===== src/rtl/button_debounce.sv =====
// -----------------------------------------------------------------------------
// button_debounce
//
// Conditions NUM_BTN raw, active-low, bouncing push-buttons into clean levels
// and single-cycle events (press, release, long-press) for the LED pattern
// logic. Each button has its own 2-flop synchronizer, a shared debounce/hold
// counter and a 5-state FSM. Everything runs on clk_50M.
//
// Ports:
//   clk_50M        in   1        50 MHz system clock
//   rst_n          in   1        asynchronous, active-low reset
//   btn_n          in   NUM_BTN  raw buttons, asynchronous, 0 = pressed
//   btn_level      out  NUM_BTN  debounced state, 1 = pressed
//   press_pulse    out  NUM_BTN  1-cycle pulse when a press is accepted
//   release_pulse  out  NUM_BTN  1-cycle pulse when a release is accepted
//   long_pulse     out  NUM_BTN  1-cycle pulse once a press is held LONG_CYCLES
//
// Event protocol: there is no handshake. A pulse is a registered, one-cycle
// strobe that the consumer must sample on the clock edge following its rise;
// it is never held or repeated, and at most one of the three pulses is high
// for a given button in any cycle.
//
// Debug visibility: the per-button FSM state is the register `state` inside
// each g_btn[i] generate scope.
// -----------------------------------------------------------------------------
module button_debounce #(
    parameter int NUM_BTN         = 4,
    parameter int DEBOUNCE_CYCLES = 1000000,
    parameter int LONG_CYCLES     = 50000000
) (
    input  logic               clk_50M,
    input  logic               rst_n,
    input  logic [NUM_BTN-1:0] btn_n,
    output logic [NUM_BTN-1:0] btn_level,
    output logic [NUM_BTN-1:0] press_pulse,
    output logic [NUM_BTN-1:0] release_pulse,
    output logic [NUM_BTN-1:0] long_pulse
);

    // One counter serves both the debounce and the long-press timer, so it is
    // sized for the larger of the two terminal counts.
    localparam int MAX_CYCLES = (DEBOUNCE_CYCLES > LONG_CYCLES) ? DEBOUNCE_CYCLES
                                                                : LONG_CYCLES;
    localparam int CW         = (MAX_CYCLES > 2) ? $clog2(MAX_CYCLES) : 1;

    localparam logic [CW-1:0] DEB_LAST  = CW'(DEBOUNCE_CYCLES - 1);
    localparam logic [CW-1:0] LONG_LAST = CW'(LONG_CYCLES - 1);

    typedef enum logic [2:0] {
        ST_IDLE    = 3'd0,  // released, level 0
        ST_ARM_P   = 3'd1,  // press seen, waiting for it to stay stable
        ST_PRESSED = 3'd2,  // press accepted, long timer running
        ST_HELD    = 3'd3,  // long pulse already issued for this press
        ST_ARM_R   = 3'd4   // release seen, waiting for it to stay stable
    } state_t;

    // -------------------------------------------------------------------------
    // Synchronizer. Resets to 1 so that a released button looks released
    // immediately after reset.
    // -------------------------------------------------------------------------
    logic [NUM_BTN-1:0] sync1;
    logic [NUM_BTN-1:0] sync2;

    always_ff @(posedge clk_50M or negedge rst_n) begin
        if (!rst_n) begin
            sync1 <= '1;
            sync2 <= '1;
        end else begin
            sync1 <= btn_n;
            sync2 <= sync1;
        end
    end

    // -------------------------------------------------------------------------
    // Per-button FSM and counter.
    // -------------------------------------------------------------------------
    for (genvar g = 0; g < NUM_BTN; g++) begin : g_btn

        state_t        state;
        state_t        state_nxt;
        logic [CW-1:0] cnt;
        logic [CW-1:0] cnt_nxt;
        logic          long_fired;
        logic          long_fired_nxt;
        logic          level_q;
        logic          level_nxt;
        logic          press_q;
        logic          press_nxt;
        logic          release_q;
        logic          release_nxt;
        logic          long_q;
        logic          long_nxt;
        logic          pressed;

        // Only the second synchronizer flop is ever looked at.
        assign pressed = ~sync2[g];

        always_comb begin
            state_nxt      = state;
            cnt_nxt        = cnt;
            long_fired_nxt = long_fired;
            level_nxt      = level_q;
            press_nxt      = 1'b0;
            release_nxt    = 1'b0;
            long_nxt       = 1'b0;

            case (state)
                ST_IDLE: begin
                    level_nxt = 1'b0;
                    if (pressed) begin
                        state_nxt = ST_ARM_P;
                        cnt_nxt   = '0;
                    end
                end

                ST_ARM_P: begin
                    if (!pressed) begin
                        // Glitch shorter than the debounce window: drop it.
                        state_nxt = ST_IDLE;
                        cnt_nxt   = '0;
                    end else if (cnt == DEB_LAST) begin
                        state_nxt      = ST_PRESSED;
                        level_nxt      = 1'b1;
                        press_nxt      = 1'b1;
                        cnt_nxt        = '0;
                        long_fired_nxt = 1'b0;
                    end else begin
                        cnt_nxt = cnt + 1'b1;
                    end
                end

                ST_PRESSED: begin
                    if (!pressed) begin
                        state_nxt = ST_ARM_R;
                        cnt_nxt   = '0;
                    end else if (cnt == LONG_LAST) begin
                        state_nxt      = ST_HELD;
                        long_nxt       = 1'b1;
                        long_fired_nxt = 1'b1;
                        cnt_nxt        = '0;
                    end else begin
                        cnt_nxt = cnt + 1'b1;
                    end
                end

                ST_HELD: begin
                    if (!pressed) begin
                        state_nxt = ST_ARM_R;
                        cnt_nxt   = '0;
                    end
                end

                ST_ARM_R: begin
                    if (pressed) begin
                        // Bounce on release: the press continues. If the long
                        // pulse has not fired yet the long timer starts over,
                        // so a bouncy button cannot shorten the hold time.
                        state_nxt = long_fired ? ST_HELD : ST_PRESSED;
                        cnt_nxt   = '0;
                    end else if (cnt == DEB_LAST) begin
                        state_nxt   = ST_IDLE;
                        level_nxt   = 1'b0;
                        release_nxt = 1'b1;
                        cnt_nxt     = '0;
                    end else begin
                        cnt_nxt = cnt + 1'b1;
                    end
                end

                default: begin
                    state_nxt = ST_IDLE;
                    cnt_nxt   = '0;
                    level_nxt = 1'b0;
                end
            endcase
        end

        always_ff @(posedge clk_50M or negedge rst_n) begin
            if (!rst_n) begin
                state      <= ST_IDLE;
                cnt        <= '0;
                long_fired <= 1'b0;
                level_q    <= 1'b0;
                press_q    <= 1'b0;
                release_q  <= 1'b0;
                long_q     <= 1'b0;
            end else begin
                state      <= state_nxt;
                cnt        <= cnt_nxt;
                long_fired <= long_fired_nxt;
                level_q    <= level_nxt;
                press_q    <= press_nxt;
                release_q  <= release_nxt;
                long_q     <= long_nxt;
            end
        end

        assign btn_level[g]     = level_q;
        assign press_pulse[g]   = press_q;
        assign release_pulse[g] = release_q;
        assign long_pulse[g]    = long_q;
    end

endmodule


===== config.mk =====
export PLATFORM = sky130hd
export DESIGN_NAME = button_debounce
export DESIGN_NICKNAME = d
export VERILOG_FILES = /design/src/rtl/button_debounce.sv
export SDC_FILE = /design/constraint.sdc
export NUM_CORES = 1
export LEC_CHECK = 0
export BUFFER_PORTS_ARGS = -buffer_cell sky130_fd_sc_hd__clkbuf_2
export CAP_MARGIN = 30
export CORE_AREA = 2 2 143 145
export CTS_CLUSTER_DIAMETER = 40
export CTS_CLUSTER_SIZE = 10
export DETAILED_ROUTE_END_ITERATION = 8
export DIE_AREA = 0 0 145 147
export HOLD_SLACK_MARGIN = 0.12
export PLACE_DENSITY_LB_ADDON = 0.3
export SETUP_SLACK_MARGIN = 0.15
export SYNTH_ARGS = -nofsm -noshare
export SYNTH_HDL_FRONTEND = slang
export SYNTH_SLANG_ARGS = --single-unit

===== constraint.sdc =====
create_clock -name clk_50M -period 2.3 [get_ports clk_50M]
set_clock_uncertainty 0.15 [all_clocks]
set_input_delay 0.23 -clock clk_50M [delete_from_list [all_inputs] [get_ports clk_50M]]
set_output_delay 0.23 -clock clk_50M [all_outputs]
set_load 0.005 [all_outputs]

Yosys cells after proc, flatten, opt, wreduce, memory -nomap -nowiden --
Index checks and enable logic that the tools add are counted.
Word-level totals: output and inout port bits 16, flip-flop bits (word level) 144, word-level logic and storage cells 274, input bits 6
Cells by class: reductions and logical operators 28, add/subtract/negate cells 4, equal/unequal tests 68, bitwise logic cells 4, mux-type cells 140
Operators with widths (count):
- 2-to-1 mux 26 bit | 28
- case mux 26 bit (5 select lines) | 4
- adder 26 x 1 -> 26 bit, second input constant | 4
- == test 26 x 20 -> 1 bit, second input constant | 4
- == test 26 bit, second input constant | 4
- 2-to-1 mux 3 bit | 32
- 2-to-1 mux 1 bit | 64
- != test 2 bit, second input constant | 32
- case mux 3 bit (5 select lines) | 4
- AND reduction 5 bit | 12
- != test 3 bit, second input constant | 12
- == test 3 x 2 -> 1 bit, second input constant | 8
- == test 3 x 1 -> 1 bit, second input constant | 4
- == test 3 bit, second input constant | 4
- zero test 3 bit | 4
- case mux 1 bit (3 select lines) | 4
- case mux 1 bit (2 select lines) | 4
- AND reduction 2 bit | 4
- nonzero test 2 bit | 4
- OR reduction 2 bit | 4
- inverter 1 bit | 4

Depth between registers and ports, before layout --
Gate-level depths: netlist (run 1).
depth after elaboration 4, gate-level depth with buffers 8, gate-level depth less buffers 6

Worst setup path after synthesis (run 1) --
OpenSTA, ideal clock, no wires.
kind reg-to-reg, start point reg g_btn[3].cnt[6], end point reg g_btn[3].cnt[7], clock period less this slack 2.444 ns, arrival time 2.161 ns, setup slack -0.144 ns, stages on the path, launching flop included 7, path buffers 1, required time 2.017 ns, setup time 0.133 ns, path through dfrtp_1 or4b_2 nor4_4 a21oi_1 nor4_4 buf_6 o22ai_1
On the way: longest elaborated chain between the ends 4, elaborated cells on any way between the ends 9, classes of those cells 1 x add/sub; 2 x eq/ne; 6 x mux
Ends and longest elaborated chain:
- start, declared | line 81 | logic [CW-1:0] cnt;
- start signal, assigned | line 189 | cnt <= cnt_nxt;
- adder 26 x 1 -> 26 bit, or another cell as far along | line 128, 142, 166
- 2-to-1 mux 26 bit, on equally long branches | line 121, 160, 136
- 2-to-1 mux 26 bit, on equally long branches | line 154, 117, 133
- case mux 26 bit (5 select lines) * | line 107 | case (state)
Every way passes the cells marked *; elsewhere a longest branch is shown, timed or not. A chain may end at the register's enable or synchronous reset.

Worst setup path in the final report (run 1) --
start point reg g_btn[2].cnt[9], end point reg g_btn[2].cnt[3]
On the way: longest elaborated chain between the ends 4, elaborated cells on any way between the ends 8, classes of those cells 2 x eq/ne; 6 x mux
Ends and longest elaborated chain (line):
- start, declared | 81
- start signal, assigned | 189
- == test 26 x 20 -> 1 bit / == test 26 bit (equally long branches) | 121, 160, 136
- 2-to-1 mux 26 bit, on equally long branches | 121, 160, 136
- 2-to-1 mux 26 bit, on equally long branches | 154, 117, 133
- case mux 26 bit (5 select lines) * | 107
Marks and branches as above.

==> impl_metrics.py, run 1 <==
metrics = {
    "power": {
        "ir_drop_uv": 443,
        "p_leak_nw": 5.32,
        "p_per_area_nw_per_um2": 519,
    },
    "status": {
        "violations": "setup timing",
        "outcome": "finished with violations",
    },
    "yosys": {
        "ys_types": 77,
        "ys_seq_elements": 144,
        "ys_seq_area_share_pct": 41.2,
        "synth_area_per_cell_um2": 8.75,
        "synth_edf_count": 0,
        "synthCells": 1003,
        "synthFlopType": "dfrtp_1",
        "syn_nets": 1013,
        "syn-cell-area_um2": 8780,
        "async_reset_ff_share_pct": 100,
        "yosysWarnings": 0,
    },
    "setup_path": {
        "crit_chain": "or4b_4, nor4_4, a31oi_4, nor4_4, buf_4, buf_8, o22ai_2",
        "crit_required_ns": 2.45,
        "crit_arrival_ns": 2.62,
        "path_class": "reg2reg",
        "crit_family": "simple AND/OR/NAND/NOR gates",
        "path_max_fanout": 7,
        "end_kind": "flop",
        "startpoint_type": "flop",
        "slowest_delay_ns": 0.56,
        "cpMostUsedCell": "nor4_4",
        "worst_path_max_delay_cell": "or4b_4",
        "path_buf_inv": 2,
    },
    "run": {
        "max_cap_violations": 0,
    },
    "cells_and_area": {
        "final_core_util_pct": 62.8,
        "layout.nets": 1195,
        "syn2layout_area_growth_pct": 41.8,
        "num_antenna_cells": 0,
        "final_cell_mix": "160 x buf_4, 136 x dfrtp_1, 93 x nand2_1, 70 x nor2_1, 49 x nand3_1",
        "drive_above_1_share_pct": 36.2,
        "n_fill_cell": 1575,
        "final_common_cell": "buf_4",
        "stdcell_count": 1468,
    },
    "routing": {
        "drc": 0,
        "drtIter0Drc": 719,
        "totalWireLength_um": 26100,
        "wl_per_cell_um": 17.8,
        "ant_nets": 0,
        "vias": 8706,
        "vias_per_cell": 5.93,
        "drt_pass1_iterations": 5,
    },
    "floorplan": {
        "die_area_um2": 21300,
        "dieHeight_um": 147,
        "io_pins": 22,
        "num_rows": 52,
        "core_um2": 19800,
        "die_x_um": 145,
        "start_util_pct": 44.2,
    },
    "sta": {
        "period_needed_ns": 2.47,
        "setup_viol": 68,
        "rsz0062_at_grt": "true",
        "finalHoldViolCount": 0,
        "fmax_mhz": 405,
        "worstMarginPinSlew_ns": 0.606,
        "drv_slew": 0,
        "fin_crit_sh_pct": 107,
        "max_slew_margin_pct": 59.6,
        "setup_ws_ns": -0.169,
    },
    "clocking": {
        "clk_latency_ns": 0.42,
        "cts-buffers-inserted": 17,
        "root_buffer": "clkbuf_16",
        "cts_buffer_depth": 2,
        "cts_htree_levels": 4,
        "cts_sinks": 144,
        "clk_pin_slew_worst_paths_ns": 0.06,
        "cts_tree": "yes",
    },
    "grt": {
        "overflow": 0,
        "grt_use_total_pct": 23.4,
        "grt_pass1_wl_um": 41400,
        "grt_pass1_vias": 8343,
        "grt_max_degree": 57,
        "antenna_found_initial": 0,
    },
    "place": {
        "place_ws_ns": -0.190,
        "gp_congestion": 0.870,
        "dp_hpwl_um": 16300,
        "dp_cells": 1383,
        "io_buffers": 21,
    },
    "hold_path": {
        "holdCritPathClass": "in2async",
    },
}
[path summary, 6_finish.rpt]
path,start,end,slack [ns],cells after the start
worst min-delay path,rst_n,g_btn[1].cnt[21]$_DFFE_PN0P_,0.13,2
max in group asynchronous,rst_n,sync2[2]$_DFF_PN1_,1.19,3
worst max register to register,g_btn[2].cnt[9]$_DFFE_PN0P_,g_btn[2].cnt[3]$_DFFE_PN0P_,-0.17,7
worst min register to register,sync1[3]$_DFF_PN1_,sync2[3]$_DFF_PN1_,0.20,0
worst max-delay path,g_btn[2].cnt[9]$_DFFE_PN0P_,g_btn[2].cnt[3]$_DFFE_PN0P_,-0.17,7
min in group clk_50M,sync1[3]$_DFF_PN1_,sync2[3]$_DFF_PN1_,0.20,0
[flip-flops by register name, summed over array words and instances (netlist names)]
register and cells:
g_btn.level_q 4, g_btn.long_q 4, g_btn.press_q 4, g_btn.cnt 104, sync2 4, g_btn.long_fired 4
sync1 4, g_btn.release_q 4, g_btn.state 12
[per-stage QoR]
step           hold slack [ns]  TNS (ns)  power, mW  area (µm²)
2_1_floorplan           -0.216     -3.22       3.06        9140
6_report                 0.126     -6.42       6.47       12500
5_1_grt                  0.164    -11.65       6.71       12500
4_1_cts                  0.139     -3.34       6.38       11800
3_5_place_dp            0.0172     -6.52       3.34       10500
3_3_place_gp            0.0153     -3.57       3.33       10500
[cell type report]
cell class | count | area (µm²) | share of cell area (%)
repair buffers | 235 | 2010 | 16.1
well taps | 270 | 338 | 2.71
multi-input cells | 750 | 5720 | 46.0
clock inverters | 10 | 156 | 1.26
clock buffers | 22 | 474 | 3.81
flip-flops and latches | 144 | 3610 | 29.0
inverters | 37 | 139 | 1.12
[synth_stat cells (6+ instances only)]
cell type,n,share of area (%)
o22ai_1,14,1.0
nor2b_1,8,0.57
and3_1,17,1.2
nand3_1,55,3.1
buf_2,8,0.46
or2_2,9,0.64
xnor2_1,9,0.90
and4_1,18,1.8
nor3_1,44,2.5
nand2b_1,11,0.78
a41oi_1,6,0.60
nor4b_1,8,0.80
a31oi_1,10,0.71
or4_1,6,0.51
dfstp_2,8,2.4
a21oi_1,34,1.9
nand4_1,32,2.3
nor4_1,36,2.6
or3_1,11,0.78
o32ai_1,7,0.70
dfrtp_1,136,39
xor2_1,10,1.0
nor2_1,77,3.3
nor4_4,7,1.7
a21o_1,10,0.85
mux2i_1,21,2.4
buf_4,16,1.4
nand2_1,95,4.1
inv_1,37,1.6
clkbuf_1,47,2.0
o21ai_0,56,3.2
o31ai_1,18,1.5
and2_1,10,0.71
o41ai_1,11,1.1
[where the power goes]
part	switching (mW)	leakage (nW)	internal, mW	total, mW
Sequential	0.0528	1.97	2.59	2.65
Combinational	0.485	3.04	0.355	0.839
Clock	1.08	0.310	1.90	2.98
Total	1.62	5.32	4.85	6.47
[cells by family after synthesis]
group                    after synthesis  synth area share, %
AND/OR/NAND/NOR                      484                 31.5
AO/OA/AOI/OAI                        220                 16.7
flip-flops                           144                 41.2
buffers and inverters                111                 5.71
multiplexers                          21                 2.39
XOR/XNOR                              19                 1.90
adder cells (fa/ha/maj)                4                0.570
[routing by layer]
metal  wire length, µm  track usage, %  part of all wire (%)  up-vias
met5                 0               0                     0        -
met4               684            7.23                   2.6        0
met3              1100            4.10                   4.2       62
met2             12900            40.2                    49      255
met1             11400            30.4                    44     4276
li1                  -               -                     -     4113
[timing repair]
| action | 4_1_cts | 5_1_grt |
|---|---|---|
| hold buffers | 5 | 0 |
| setup endpoints to repair | 104 | 114 |
| endpoints found under the hold margin | 144 | 0 |
| cloned | 4 | 2 |
| resized for setup | 82 | 100 |
| pin swaps | 26 | 44 |
| setup buffers | 18 | 24 |
(Power assumes the default switching activity.)
==> run 2: changes to the inputs <==
--- a/config.mk
+++ b/config.mk
@@ -13,7 +13,7 @@
 export DETAILED_ROUTE_END_ITERATION = 8
 export DIE_AREA = 0 0 145 147
 export HOLD_SLACK_MARGIN = 0.12
-export PLACE_DENSITY_LB_ADDON = 0.3
+export PLACE_DENSITY = 0.6
 export SETUP_SLACK_MARGIN = 0.15
 export SYNTH_ARGS = -nofsm -noshare
 export SYNTH_HDL_FRONTEND = slang
==> impl_metrics.py, run 2 (same netlist as run 1, synthesis figures left out) <==
metrics = {
    "cells_and_area": {
        "stdcell_count": 1466,
        "final_cell_mix": "172 x buf_4, 128 x dfrtp_1, 94 x nand2_1, 70 x nor2_1, 51 x nand3_1",
        "top_regs": "g_btn.cnt x104, g_btn.state x12",
        "syn2layout_area_growth_pct": 38.5,
        "final_common_cell": "buf_4",
        "largest-register": "g_btn.cnt",
        "largest_register_ffs": 104,
        "final_core_util_pct": 61.3,
        "drive_above_1_share_pct": 35.2,
        "layout.nets": 1193,
        "num_antenna_cells": 0,
    },
    "floorplan": {
        "io_pins": 22,
        "die_x_um": 145,
        "core_um2": 19800,
        "die_area_um2": 21300,
        "num_rows": 52,
        "dieHeight_um": 147,
        "start_util_pct": 44.2,
    },
    "routing": {
        "ant_nets": 0,
        "drt_pass1_iterations": 5,
        "drc": 0,
        "totalWireLength_um": 24500,
        "vias": 8512,
        "vias_per_cell": 5.81,
        "wl_per_cell_um": 16.7,
        "drtIter0Drc": 560,
    },
    "sta": {
        "tns_ns": -2.81,
        "fin_crit_sh_pct": 105,
        "worstMarginPinSlew_ns": 0.644,
        "setup_viol": 55,
        "finalHoldViolCount": 0,
        "max_slew_margin_pct": 57.1,
        "drv_slew": 0,
        "rsz0062_at_grt": "true",
        "setup_ws_ns": -0.110,
        "period_needed_ns": 2.41,
        "fmax_mhz": 415,
    },
    "setup_path": {
        "crit_chain": "or4b_4, or4_4, or3b_4, o2bb2ai_2, o21a_1",
        "crit_family": "simple AND/OR/NAND/NOR gates",
        "worst_path_max_delay_cell": "or4b_4",
        "path_buf_inv": 0,
        "path_class": "reg2reg",
        "startpoint_type": "flop",
        "slowest_delay_ns": 0.59,
        "end_kind": "flop",
        "crit_arrival_ns": 2.58,
        "path_max_fanout": 3,
        "crit_required_ns": 2.47,
    },
    "grt": {
        "grt_pass1_wl_um": 40600,
        "overflow": 0,
        "grt_pass1_vias": 8190,
        "antenna_found_initial": 0,
        "grt_use_total_pct": 22.9,
        "grt_max_degree": 62,
    },
    "power": {
        "seqPwrFrac_pct": 42.2,
        "switchingPower_mw": 1.64,
        "intPower_mw": 4.65,
        "p_sw_share_pct": 26.0,
        "pwr-share-clk_pct": 45.6,
        "ir_drop_uv": 547,
        "finalPower_mw": 6.29,
        "p_per_area_nw_per_um2": 517,
        "combPwrFrac_pct": 12.2,
        "p_leak_nw": 5.18,
    },
    "clocking": {
        "clk_pin_slew_worst_paths_ns": 0.06,
        "cts_buffer_depth": 2,
        "cts_tree": "yes",
        "root_buffer": "clkbuf_16",
        "cts_htree_levels": 4,
        "clk_latency_ns": 0.43,
        "cts-buffers-inserted": 17,
        "cts_sinks": 144,
    },
    "place": {
        "io_buffers": 21,
        "gp_congestion": 0.863,
        "place_ws_ns": -0.176,
        "dp_hpwl_um": 16100,
        "dp_cells": 1388,
    },
    "hold_path": {
        "holdCritPathClass": "in2async",
    },
    "status": {
        "violations": "setup timing",
        "outcome": "finished with violations",
    },
    "run": {
        "max_cap_violations": 0,
    },
}
## run 2: worst paths after layout
| path | start | endpoint | slack [ns] | cells past startpoint |
|---|---|---|---|---|
| max | g_btn[1].cnt[11]$_DFFE_PN0P_ | g_btn[1].long_fired$_DFFE_PN0P_ | -0.11 | 5 |
| min | rst_n | g_btn[1].cnt[19]$_DFFE_PN0P_ | 0.14 | 2 |
| max reg2reg | g_btn[1].cnt[11]$_DFFE_PN0P_ | g_btn[1].long_fired$_DFFE_PN0P_ | -0.11 | 5 |
| min reg2reg | sync1[3]$_DFF_PN1_ | sync2[3]$_DFF_PN1_ | 0.20 | 0 |
| max in group asynchronous | rst_n | sync1[3]$_DFF_PN1_ | 1.14 | 3 |
| min in group clk_50M | sync1[3]$_DFF_PN1_ | sync2[3]$_DFF_PN1_ | 0.20 | 0 |
## run 2: metrics by stage
| stage | instance area (µm²) | hold slack (ns) |
|---|---|---|
| 2_1_floorplan | 9140 | -0.216 |
| 3_3_place_gp | 10500 | 0.0302 |
| 3_5_place_dp | 10500 | 0.0336 |
| 4_1_cts | 11600 | 0.155 |
| 5_1_grt | 12200 | 0.210 |
| 6_report | 12200 | 0.141 |
## run 2: power groups by stage
stage	registers [mW]	clock network (mW)	logic, mW
floorplan	2.68	0	0.379
global placement	2.69	0	0.638
detailed placement	2.69	0	0.643
CTS	2.65	2.93	0.710
global route	2.66	3.04	0.838
finish	2.66	2.87	0.765
## run 2: worst reg2reg max path: stages (launching register included)
cell,delay [ns]
dfrtp_1,0.38
or4b_4,0.59
or4_4,0.52
or3b_4,0.43
o2bb2ai_2,0.14
o21a_1,0.10
## run 2: routing by layer
| layer | routed length (µm) | GRT usage, % |
|---|---|---|
| met5 | 0 | 0 |
| met4 | 395 | 7.23 |
| met3 | 997 | 4.01 |
| met2 | 11800 | 38.0 |
| met1 | 11300 | 30.7 |
## run 2: cell type report
| type | instances | area (µm²) |
|---|---|---|
| clock buffer | 19 | 443 |
| clock inverter | 13 | 159 |
| fill | 1638 | 7680 |
| inverter | 37 | 139 |
| multi-input combinational | 750 | 5560 |
| sequential | 144 | 3620 |
| tap | 270 | 338 |
| timing repair buffer | 233 | 1900 |
## run 2: what timing repair did
item                                    CTS  global route
hold buffers                              5             0
endpoints found under the setup margin  102           114
buffers inserted                         17            19
gates cloned                              3             2
gates resized for setup                  66            82
endpoints found under the hold margin   142             0
pin swaps                                24            36
